### src/rtl/vga_controller_if.sv
// Display-timing bundle from the VGA timing generator to the pixel/colour generator.
interface vga_controller_if;
  logic       hsync;
  logic       vsync;
  logic [9:0] x;
  logic [9:0] y;

  modport master (output hsync, output vsync, output x, output y);
  modport slave  (input  hsync, input  vsync, input  x, input  y);
endinterface

### src/rtl/vga_controller.sv
// VGA timing generator: free-running pixel/line counters with active-low
// hsync/vsync decoded from the registered coordinate.
module vga_controller #(
  parameter int HACTIVE = 640,
  parameter int HFP     = 16,
  parameter int HSYNC   = 96,
  parameter int HBP     = 48,
  parameter int VACTIVE = 480,
  parameter int VFP     = 10,
  parameter int VSYNC   = 2,
  parameter int VBP     = 33
) (
  input  logic              vgaclk,
  input  logic              reset,
  vga_controller_if.master  vga
);

  localparam int HTOTAL = HACTIVE + HFP + HSYNC + HBP;
  localparam int VTOTAL = VACTIVE + VFP + VSYNC + VBP;

  localparam logic [9:0] HLAST = 10'(HTOTAL - 1);
  localparam logic [9:0] VLAST = 10'(VTOTAL - 1);

  // Sync window bounds are 11 bits: the exclusive end may land exactly on 1024.
  localparam logic [10:0] HS_START = 11'(HACTIVE + HFP);
  localparam logic [10:0] HS_END   = 11'(HACTIVE + HFP + HSYNC);
  localparam logic [10:0] VS_START = 11'(VACTIVE + VFP);
  localparam logic [10:0] VS_END   = 11'(VACTIVE + VFP + VSYNC);

  logic [9:0] x;
  logic [9:0] y;

  always_ff @(posedge vgaclk or negedge reset) begin
    if (!reset) begin
      x <= '0;
      y <= '0;
    end else if (x == HLAST) begin
      x <= '0;
      y <= (y == VLAST) ? '0 : y + 10'd1;
    end else begin
      x <= x + 10'd1;
    end
  end

  // Syncs are decoded from the registered counters so they line up with the pixel shown.
  assign vga.x     = x;
  assign vga.y     = y;
  assign vga.hsync = ~(({1'b0, x} >= HS_START) && ({1'b0, x} < HS_END));
  assign vga.vsync = ~(({1'b0, y} >= VS_START) && ({1'b0, y} < VS_END));

endmodule

### src/flat_wrapper.sv
// flat-port wrapper written by rule: the top's interface ports become plain ports
module vga_controller_flat 
#(
  parameter int HACTIVE = 640,
  parameter int HFP     = 16,
  parameter int HSYNC   = 96,
  parameter int HBP     = 48,
  parameter int VACTIVE = 480,
  parameter int VFP     = 10,
  parameter int VSYNC   = 2,
  parameter int VBP     = 33
)
  (vgaclk, reset, vga_hsync, vga_vsync, vga_x, vga_y);
  vga_controller_if vga_i ();
  input  logic vgaclk;
  input  logic reset;
  output wire logic [$bits(vga_i.hsync)-1:0] vga_hsync;
  output wire logic [$bits(vga_i.vsync)-1:0] vga_vsync;
  output wire logic [$bits(vga_i.x)-1:0] vga_x;
  output wire logic [$bits(vga_i.y)-1:0] vga_y;
  assign vga_hsync = vga_i.hsync;
  assign vga_vsync = vga_i.vsync;
  assign vga_x = vga_i.x;
  assign vga_y = vga_i.y;
  vga_controller #(.HACTIVE(HACTIVE), .HFP(HFP), .HSYNC(HSYNC), .HBP(HBP), .VACTIVE(VACTIVE), .VFP(VFP), .VSYNC(VSYNC), .VBP(VBP)) u_core (.vgaclk(vgaclk), .reset(reset), .vga(vga_i));
endmodule
### config.mk
export PLATFORM = sky130hd
export DESIGN_NAME = vga_controller_flat
export DESIGN_NICKNAME = d
export VERILOG_FILES = /design/src/rtl/vga_controller_if.sv /design/src/rtl/vga_controller.sv /design/src/flat_wrapper.sv
export SDC_FILE = /design/constraint.sdc
export NUM_CORES = 1
export LEC_CHECK = 0
export CAP_MARGIN = 40
export CORE_ASPECT_RATIO = 2
export CORE_UTILIZATION = 35
export DETAILED_ROUTE_END_ITERATION = 10
export HOLD_SLACK_MARGIN = 0.06
export PLACE_DENSITY = 0.56
export SLEW_MARGIN = 5
export SYNTH_ARGS = -nofsm -noshare
export SYNTH_HDL_FRONTEND = slang
export SYNTH_SLANG_ARGS = --single-unit
### constraint.sdc
create_clock -name vgaclk -period 4.17 [get_ports vgaclk]
set_input_delay 0.6255 -clock vgaclk [delete_from_list [all_inputs] [get_ports vgaclk]]
set_output_delay 0.6255 -clock vgaclk [all_outputs]
set_load 0.01 [all_outputs]
==> results of run 1 <==
worst max-delay path, stage by stage, from the launching register on:
cell and delay [ns]:
dfrtp_1 0.44, or3_1 0.40, nand4_1 0.10, clkdlybuf4s50_1 0.53
flip-flops by register name (all words and copies together) (netlist names):
| name | count |
|---|---|
| u_core.vga.x | 10 |
| u_core.vga.y | 10 |
cells in the mapped netlist:
cell type | n | share of area [%]
or3_1 | 4 | 2.4
and2_1 | 1 | 0.59
or4b_4 | 1 | 1.3
nor3_1 | 6 | 2.8
a31oi_1 | 3 | 1.8
or2_2 | 1 | 0.59
nor3_2 | 1 | 0.95
a21oi_1 | 2 | 0.95
nor4_4 | 2 | 4.0
nor2_1 | 5 | 1.8
xnor2_1 | 1 | 0.83
xor2_1 | 8 | 6.6
nand3_1 | 10 | 4.7
nor2b_1 | 1 | 0.59
nor4bb_1 | 1 | 0.95
dfrtp_1 | 20 | 47
o21ai_1 | 2 | 0.95
inv_1 | 6 | 2.1
o21ai_0 | 3 | 1.4
or4_1 | 1 | 0.71
nand2_1 | 13 | 4.6
mux2i_1 | 2 | 1.9
nand4_1 | 7 | 4.1
and4_1 | 1 | 0.83
buf_2 | 1 | 0.47
ha_1 | 4 | 4.7
cells in the final DEF (no fill, tap or decap), types with 2 or more instances in the layout:
master	n
o21ai_1	2
inv_1	6
clkbuf_8	3
nor3_1	6
o21ai_0	3
ha_1	4
mux2i_1	2
xor2_1	8
or3_1	4
a21oi_1	2
nor4_4	2
dfrtp_1	20
nand4_1	7
clkdlybuf4s50_1	23
a31oi_1	3
nand2_1	13
nor2_1	5
nand3_1	10
report_power, final:
| group | internal, W | switching, W | total (W) |
|---|---|---|---|
| clock | 0.0000643 | 0.0000605 | 0.000125 |
| sequential | 0.000194 | 0 | 0.000194 |
| combinational | 0.00000211 | 0.00000390 | 0.00000601 |
worst max path at each step:
stage                                   start                           to  slack [ns]  cells after the start
floorplan           u_core.vga.x[0]$_DFF_PN0_  u_core.vga.y[6]$_DFFE_PN0N_        2.04                      6
global placement    u_core.vga.x[0]$_DFF_PN0_  u_core.vga.y[4]$_DFFE_PN0N_        1.96                      5
detailed placement  u_core.vga.x[0]$_DFF_PN0_  u_core.vga.y[4]$_DFFE_PN0N_        1.89                      5
CTS                 u_core.vga.x[5]$_DFF_PN0_                    vga_hsync        1.80                      3
global route        u_core.vga.x[0]$_DFF_PN0_  u_core.vga.y[6]$_DFFE_PN0N_        1.73                      5
finish              u_core.vga.x[5]$_DFF_PN0_                    vga_hsync        1.82                      3
per-layer routing:
metal | share of wire (%) | wire [microns] | track usage, %
met5 | 0 | 0 | 0
met4 | 0.94 | 23 | 7.00
met3 | 3.1 | 75 | 1.67
met2 | 56 | 1370 | 29.8
met1 | 40 | 983 | 20.3
per-stage QoR:
stage	hold slack [ns]	total power [W]	setup slack [ns]	area, sq um
after floorplan	0.330	0.000198	2.04	1060
after global placement	0.513	0.000202	1.96	1320
after detailed placement	0.534	0.000204	1.89	1340
after CTS	0.544	0.000329	1.80	1380
after global routing	0.570	0.000336	1.73	1380
final	0.538	0.000325	1.82	1380
cell type report:
cell class / instances / area [sq um]
well taps: 29 / 36.3
fillers: 272 / 1430
clock buffers: 3 / 41.3
inverters: 6 / 22.5
flip-flops and latches: 20 / 500
multi-input cells: 80 / 531
repair buffers: 24 / 245
cells by family after synthesis:
kind of cell | share of synthesized area (%)
xor+xnor | 7.45
flops | 47.3
mux | 1.89
simple gates | 31.0
fa+ha+maj | 4.73
buf+inv | 2.60
compound gates | 5.08
==> results.md, run 1 <==
* Status: finished clean
* Hold Vio Cnt, Final at 0
* Setup TNS at 0 ns
* Vias after detailed routing at 880
* Non-Filler Instances at 162
* Synthesized area at 0.00106 sq mm
* Reg2Reg Depth at 5
* I/O Buffers at 23
* Critical Path Source Type: flip-flop
* Setup Viol. Count Final at 0
* Lkg Pwr at 0.613 nW
* Die Ht at about 80 microns
* Via/cell ratio at roughly 5.4
* Row cnt at 27
* First-pass GRT wire length at about 3900 microns
* Reg-to-Reg Start: u_core.vga.x[0]$_DFF_PN0_
* Slew Viols, Final at 0
* Largest net degree at the start of global routing at 13
* Nets at 141
* # hold bufs at CTS at 0
* Max-slew headroom at 54.2%
* Initial drt markers at 10
* Clock buffer depth at 2
* GRT Util Overall at 17.4%
* Initial antenna violation count at 0
* Worst-Skew Late Latency at 0.26 ns
* Diodes inserted at 0
* Fraction of layout cells with a size suffix above 1 at 6.77%
* Crit path capture type: primary output
* Worst-Margin Slew at 0.684 ns
* I/O Pins at 24
* Drt pass-1 iters at 4
* Starting Density at 37.8%
* Root buf cell: clkbuf_8
* CTS tree: yes
* Post-layout min period at approximately 2.4 ns
* Post-synth cell types at 26
* H-tree depth at 1
* Layout area overhead at 30.0%
* Horiz. Die Dim at 40.9 microns
* DRC viols at 0
* Global route overflow at 0
* Clock sink total at 20
* Post-cts resize count at 0
* Worst path required time at between 3 and 4 ns
* Number of CTS-inserted buffers at 3
* Period utilisation layout at 56.4%
* Die area at about 0.0033 sq mm
* Total wire length at between 2000 and 2500 microns
* Wirelength per Cell at 15.1 microns
* Arrival time at the worst endpoint at 1.73 ns
* Max-cap viol count at 0
* Worst Hold Depth at 1
* Crit Path Class: flip-flop to primary output
* Post-synth net total at 113
* Post-CTS Setup Bufs at 0
* Synthesized flop and latch total at 20
* Core ar. at 0.00280 sq mm
* Hold Path Class: flip-flop to flip-flop
* Peak Freq at around 0.43 GHz
* Register area share after synthesis at 47.3%
* DP HPWL at 1910 microns
* Clk slew on worst S/H paths at 0.07 ns
* RSZ-0062 raised after global routing: no
* Skew final at about 0.0065 ns
* Ys Warns at 0
* Critical Path Fanout Max at 7
* Pwr/cell area at about 240 mW/mm^2
* Cells after synthesis at 107
* R2R Setup Slk at 1.87 ns
* Routed Antenna Nets at 0
* VDD IR-drop max at ~0.00012 V
* GPL Wtd Cong at 0.735
* Hold_sp: u_core.vga.x[0]$_DFF_PN0_
* DP Cell Count at 159
* R2r endpoint: u_core.vga.y[8]$_DFFE_PN0N_
* Worst Hold End: u_core.vga.x[0]$_DFF_PN0_
* Number of global-route vias before repair at approximately 830
* Mean Syn Cell Area at 9.89 sq um
* Fin util at between 40 and 50%
No activity file was read; power rests on OpenSTA's default activity.
==> run 2: changes to the inputs <==
==> constraint.sdc (replaced) <==
create_clock -name vgaclk -period 2.4 [get_ports vgaclk]
set_input_delay 0.36 -clock vgaclk [delete_from_list [all_inputs] [get_ports vgaclk]]
set_output_delay 0.36 -clock vgaclk [all_outputs]
set_load 0.01 [all_outputs]
==> run 2 against run 1 <==
  * Sequential cell count did not move
  * First-iteration DRC count up 10%
  * Non-clock buffer count up 2
  * Sequential share of layout area shrank 0.33 points
  * Die area stayed put
  * Largest power group unchanged
  * Clock skew down 0.0053 ns
  * Critical endpoint is now u_core.vga.y[6]$_DFFE_PN0N_
  * Via count rose by 2.5%
  * Largest cell class unchanged
  * Clock power grew 73%
  * Sequential power is 74% higher
  * Hold slack got worse by 0.098 ns
  * Combinational power grew 54%
==> results.md, run 2 (synthesis gave the netlist of run 1 again) <==
* Critical Path Fanout Max at 9
* Wirelength per Cell at 14.7 microns
* Max-slew headroom at 74.1%
* Period utilisation layout at 90.6%
* Root buf cell: clkbuf_8
* Clk slew on worst S/H paths at roughly 0.070 ns
* Flop pwr share at 59.9%
* I/O Pins at 24
* Area post-placement at 0.00134 sq mm
* Worst-Skew Late Latency at 0.25 ns
* Diodes inserted at 0
* Commonest non-fill, non-tap cell in the layout: clkdlybuf4s50_1
* Hold Vio Cnt, Final at 0
* Arrival time at the worst endpoint at around 2.4 ns
* Top cell family by delay on the critical path: simple AND/OR/NAND/NOR gates
* CTS tree: yes
* I/O Buffers at 23
* Status: finished clean
* Crit Path Class: flip-flop to flip-flop
* GPL Wtd Cong at 0.741
* Most Crowded Layer GR: met2
* Die Ht at 79.8 microns
* Clk network pwr share at 38.5%
* Row cnt at 27
* Nets at between 100 and 150
* First-pass GRT wire length at 4080 microns
* Worst-Margin Slew at 0.387 ns
* Peak Freq at 0.460 GHz
* Crit path capture type: flip-flop
* Reg2Reg Depth at 5
* Initial drt markers at 11
* Worst hold slack at 0.440 ns
* Total wire length at ~2400 microns
* Global route overflow at 0
* Crit path depth at 5
* Layout area overhead at 31.2%
* WP buf/inv at 0
* Final instance area at between 0.001 and 0.0015 sq mm
* Largest net degree at the start of global routing at 21
* Skew final at 0.00122 ns
* Via/cell ratio at 5.50
* Net Switching at around 0.00011 W
* Critical Path Source Type: flip-flop
* Horiz. Die Dim at 40.9 microns
* RSZ-0062 raised after global routing: no
* Post-layout min period at 2.17 ns
* Met1 Usage GRT at 22.2%
* # hold bufs at CTS at 0
* Worst path required time at 2.58 ns
* Pwr/cell area at between 400 and 500 mW/mm^2
* Slew Viols, Final at 0
* Net Sw Frac at 19.8%
* Initial antenna violation count at 0
* Routed Antenna Nets at 0
* Top flop regs: u_core.vga.x: 10 flops, u_core.vga.y: 10 flops
* Most frequent cells in the layout: 23 x clkdlybuf4s50_1, 20 x dfrtp_1, 13 x nand2_1
* Vias after detailed routing at around 900
* DRC viols at 0
* Int Pwr at roughly 0.00045 W
* Post-CTS Setup Bufs at 0
* Setup Viol. Count Final at 0
* Logic gate share of total power at 1.6%
* Die area at 0.00326 sq mm
* Core ar. at 0.00280 sq mm
* Met3 Use GR at 1.67%
* Setup TNS at 0 ns
* H-tree depth at 1
* Lkg Pwr at ~0.62 nW
* Fraction of layout cells with a size suffix above 1 at under 10%
* CP Cell Sequence: ha_1 > or4b_4 > or3_4 > nor4_4 > xor2_1
* GRT Util Overall at 17.7%
* VDD IR-drop max at 0.000267 V
* DP HPWL at 1840 microns
* Met2 Resource Use GR at between 20 and 30%
* Clock sink total at 20
* Fin util at between 40% and 50%
* Starting Density at 37.8%
* Max-cap viol count at 0
* Clock buffer depth at 2
* Drt pass-1 iters at 4
* Hold Path Class: input pin to asynchronous set/reset pin
* Number of global-route vias before repair at 896
* Number of CTS-inserted buffers at 3
* Slowest CP cell: or4b_4
* Max incr delay on CP at 0.50 ns
-- run 2: cell count changes in the layout (fill, tap and decap cells not counted), sizes merged --
cell  change
buf       +2
-- run 2: per-layer routing --
metal	routed length, microns	up-vias
met4	38	0
li1	-	436
met1	984	440
met3	80	4
met2	1310	22
met5	0	-
-- run 2: final timing paths --
check	startpoint	end	slack (ns)
worst min register to register	u_core.vga.x[0]$_DFF_PN0_	u_core.vga.x[0]$_DFF_PN0_	0.53
worst min-delay path	reset	u_core.vga.x[4]$_DFF_PN0_	0.44
max in group asynchronous	reset	u_core.vga.x[1]$_DFF_PN0_	1.74
worst max register to register	u_core.vga.x[0]$_DFF_PN0_	u_core.vga.y[6]$_DFFE_PN0N_	0.23
min in group vgaclk	u_core.vga.x[0]$_DFF_PN0_	u_core.vga.x[0]$_DFF_PN0_	0.53
worst max-delay path	u_core.vga.x[0]$_DFF_PN0_	u_core.vga.y[6]$_DFFE_PN0N_	0.23
-- run 2: area by class of cell --
type | instances | area, sq um
Clock buffer | 3 | 41.3
Multi-Input combinational cell | 80 | 536
Tap cell | 29 | 36.3
Inverter | 6 | 22.5
Sequential cell | 20 | 500
Timing Repair Buffer | 26 | 253
Fill cell | 277 | 1420
-- run 2: through the flow --
stage	std cells	worst slack [ns]	total power, W
after floorplan	107	0.269	0.000343
after global placement	161	0.189	0.000353
after detailed placement	161	0.102	0.000353
after CTS	164	0.0775	0.000570
after global routing	164	0.0982	0.000580
final	164	0.226	0.000563
-- run 2: repair_timing --
action | 4_1_cts | 5_1_grt
endpoints found under the hold margin | 0 | 0
endpoints found under the setup margin | 0 | 4
gates resized for setup | 0 | 1
-- run 2: power groups by stage --
stage	sequential (W)	clock, W	combinational (W)
3_5_place_dp	0.000343	0	0.00000974
5_1_grt	0.000337	0.000232	0.0000110
6_report	0.000337	0.000216	0.00000925
3_3_place_gp	0.000343	0	0.00000958
4_1_cts	0.000337	0.000224	0.00000982
2_1_floorplan	0.000343	0	0.000000000237
==> run 3: changes to the inputs <==
==> constraint.sdc (replaced) <==
create_clock -name vgaclk -period 2.4 [get_ports vgaclk]
set_input_delay 0.6 -clock vgaclk [delete_from_list [all_inputs] [get_ports vgaclk]]
set_output_delay 0.6 -clock vgaclk [all_outputs]
set_load 0.01 [all_outputs]
==> run 3 against run 2 <==
  * Clock power up 4%
  * Wire length up 3.4%
  * Via count up 0.44%
  * Hold slack better by 0.089 ns
  * Die area unchanged
  * Setup slack worse by 0.023 ns
  * Count of clock-buffer cells in the layout unchanged
  * Design area up 1.8%
  * Largest cell class unchanged
  * Non-clock buffer count up 3
  * Critical path depth down 2
  * Register-to-register slack better by 0.04 ns
  * First-iteration DRC count up 100%
==> results.md, run 3 (synthesis gave the netlist of run 1 again) <==
* Vias after detailed routing at between 900 and 1000
* Arrival time at the worst endpoint at 1.60 ns
* Fraction of layout cells with a size suffix above 1 at a little over a tenth
* Die area at 0.00326 sq mm
* Via/cell ratio at approximately 5.4
* Clk slew on worst S/H paths at 0.08 ns
* Largest net degree at the start of global routing at 21
* Pwr/cell area at 404 mW/mm^2
* DP Cell Count at 164
* Net Switching at ~0.00012 W
* Logic gate share of total power at between 1.5 and 2%
* Clock sink total at 20
* Worst path required time at 1.80 ns
* DRC viols at 0
* CTS tree: yes
* Final instance area at between 0.001 and 0.0015 sq mm
* Layout area overhead at 33.6%
* First-pass GRT wire length at 3950 microns
* Horiz. Die Dim at 40.9 microns
* Setup TNS at 0 ns
* Initial antenna violation count at 0
* Clock buffer depth at 2
* Net Sw Frac at a little over a fifth
* Int Pwr at 0.000451 W
* Reg-to-Reg Start: u_core.vga.x[0]$_DFF_PN0_
* Total wire length at about 2500 microns
* Crit Path Class: flip-flop to primary output
* Setup Viol. Count Final at 0
* Row cnt at 27
* Core ar. at approximately 0.0028 sq mm
* Tot Pwr at 0.000571 W
* DP HPWL at 1830 microns
* Clk network pwr share at 39.4%
* Critical Path Fanout Max at 7
* Root buf cell: clkbuf_8
* Worst-Margin Slew at 0.418 ns
* Crit path from: u_core.vga.y[6]$_DFFE_PN0N_
* Nets at 146
* Wirelength per Cell at roughly 15 microns
* Non-Filler Instances at 167
* Area post-placement at 0.00137 sq mm
* I/O Buffers at 23
* Max-slew headroom at 71.9%
* Status: finished clean
* Skew final at 0.00529 ns
* Post-layout min period at 2.20 ns
* Peak Freq at between 0.4 and 0.5 GHz
* Slew Viols, Final at 0
* Hold Vio Cnt, Final at 0
* Max-cap viol count at 0
* GRT Util Overall at 17.7%
* Period utilisation layout at 91.5%
* Hold_sp: u_core.vga.x[0]$_DFF_PN0_
* Flop pwr share at 59.0%
* Post-CTS Setup Bufs at 0
* Starting Density at 37.8%
* Top flop regs: u_core.vga.x: 10 flops, u_core.vga.y: 10 flops
* Die Ht at roughly 80 microns
* VDD IR-drop max at 0.000309 V
* Number of CTS-inserted buffers at 3
* H-tree depth at 1
* GPL Wtd Cong at 0.760
* Initial drt markers at 22
* Diodes inserted at 0
* Number of global-route vias before repair at 858
* Routed Antenna Nets at 0
* Drt pass-1 iters at 4
* Hold Path Class: flip-flop to flip-flop
* Commonest non-fill, non-tap cell in the layout: clkdlybuf4s50_1
* Critical Path Source Type: flip-flop
* Crit path capture type: primary output
* Lkg Pwr at 0.638 nW
* Worst-Skew Late Latency at 0.26 ns
* Worst hold slack at 0.529 ns
* I/O Pins at 24
* Most frequent cells in the layout: 22 x clkdlybuf4s50_1, 20 x dfrtp_1, 13 x nand2_1
* Global route overflow at 0
* RSZ-0062 raised after global routing: no
==> run 3: cell types whose count changed in the layout (fill, tap and decap cells not counted), sizes merged <==
cell / change
buf: +3
clkdlybuf4s50: -1
dlymetal6s2s: +1
==> run 3: worst paths after layout <==
kind	slack, ns	endpoint	cells past startpoint
worst min register to register	0.53	u_core.vga.x[0]$_DFF_PN0_	1
worst min-delay path	0.53	u_core.vga.x[0]$_DFF_PN0_	1
worst max register to register	0.27	u_core.vga.y[6]$_DFFE_PN0N_	5
worst max-delay path	0.20	vga_vsync	3
min in group asynchronous	0.68	u_core.vga.x[4]$_DFF_PN0_	2
max in group asynchronous	1.49	u_core.vga.y[7]$_DFFE_PN0N_	2
==> run 3: metrics by stage <==
step | worst slack (ns) | utilization [%]
global route | 0.112 | 50.4
CTS | 0.0670 | 50.2
finish | 0.203 | 50.4
global placement | 0.178 | 48.7
detailed placement | 0.158 | 48.7
floorplan | 0.269 | -
==> run 3: metal layers <==
metal	up-vias	track usage [%]	wire length, microns
met3	5	1.67	67
met4	0	8.00	51
met2	19	29.4	1340
met5	-	0	0
li1	444	-	-
met1	438	21.1	1030
==> run 3: cell type report <==
type,count,area [sq um]
inverters,6,22.5
repair buffers,29,278
flip-flops and latches,20,500
multi-input cells,80,536
fillers,262,1390
well taps,29,36.3
clock buffers,3,41.3
==> run 3: repair_timing <==
| action | 4_1_cts | 5_1_grt |
|---|---|---|
| resized for setup | 0 | 2 |
| endpoints found under the hold margin | 0 | 0 |
| hold buffers | 0 | 0 |
| setup endpoints to repair | 0 | 2 |
==> run 3: worst max-delay path: stages, from the launching register on <==
cell and delay (ns):
dfrtp_1 0.47, and4_1 0.27, nand4_1 0.10, clkdlybuf4s50_1 0.50
==> run 3: power by group through the flow <==
stage                logic, W  clock network (W)  registers (W)
2_1_floorplan  0.000000000237                  0       0.000343
3_3_place_gp       0.00000958                  0       0.000343
3_5_place_dp        0.0000102                  0       0.000343
4_1_cts             0.0000102           0.000227       0.000337
5_1_grt             0.0000112           0.000242       0.000337
6_report           0.00000934           0.000225       0.000337
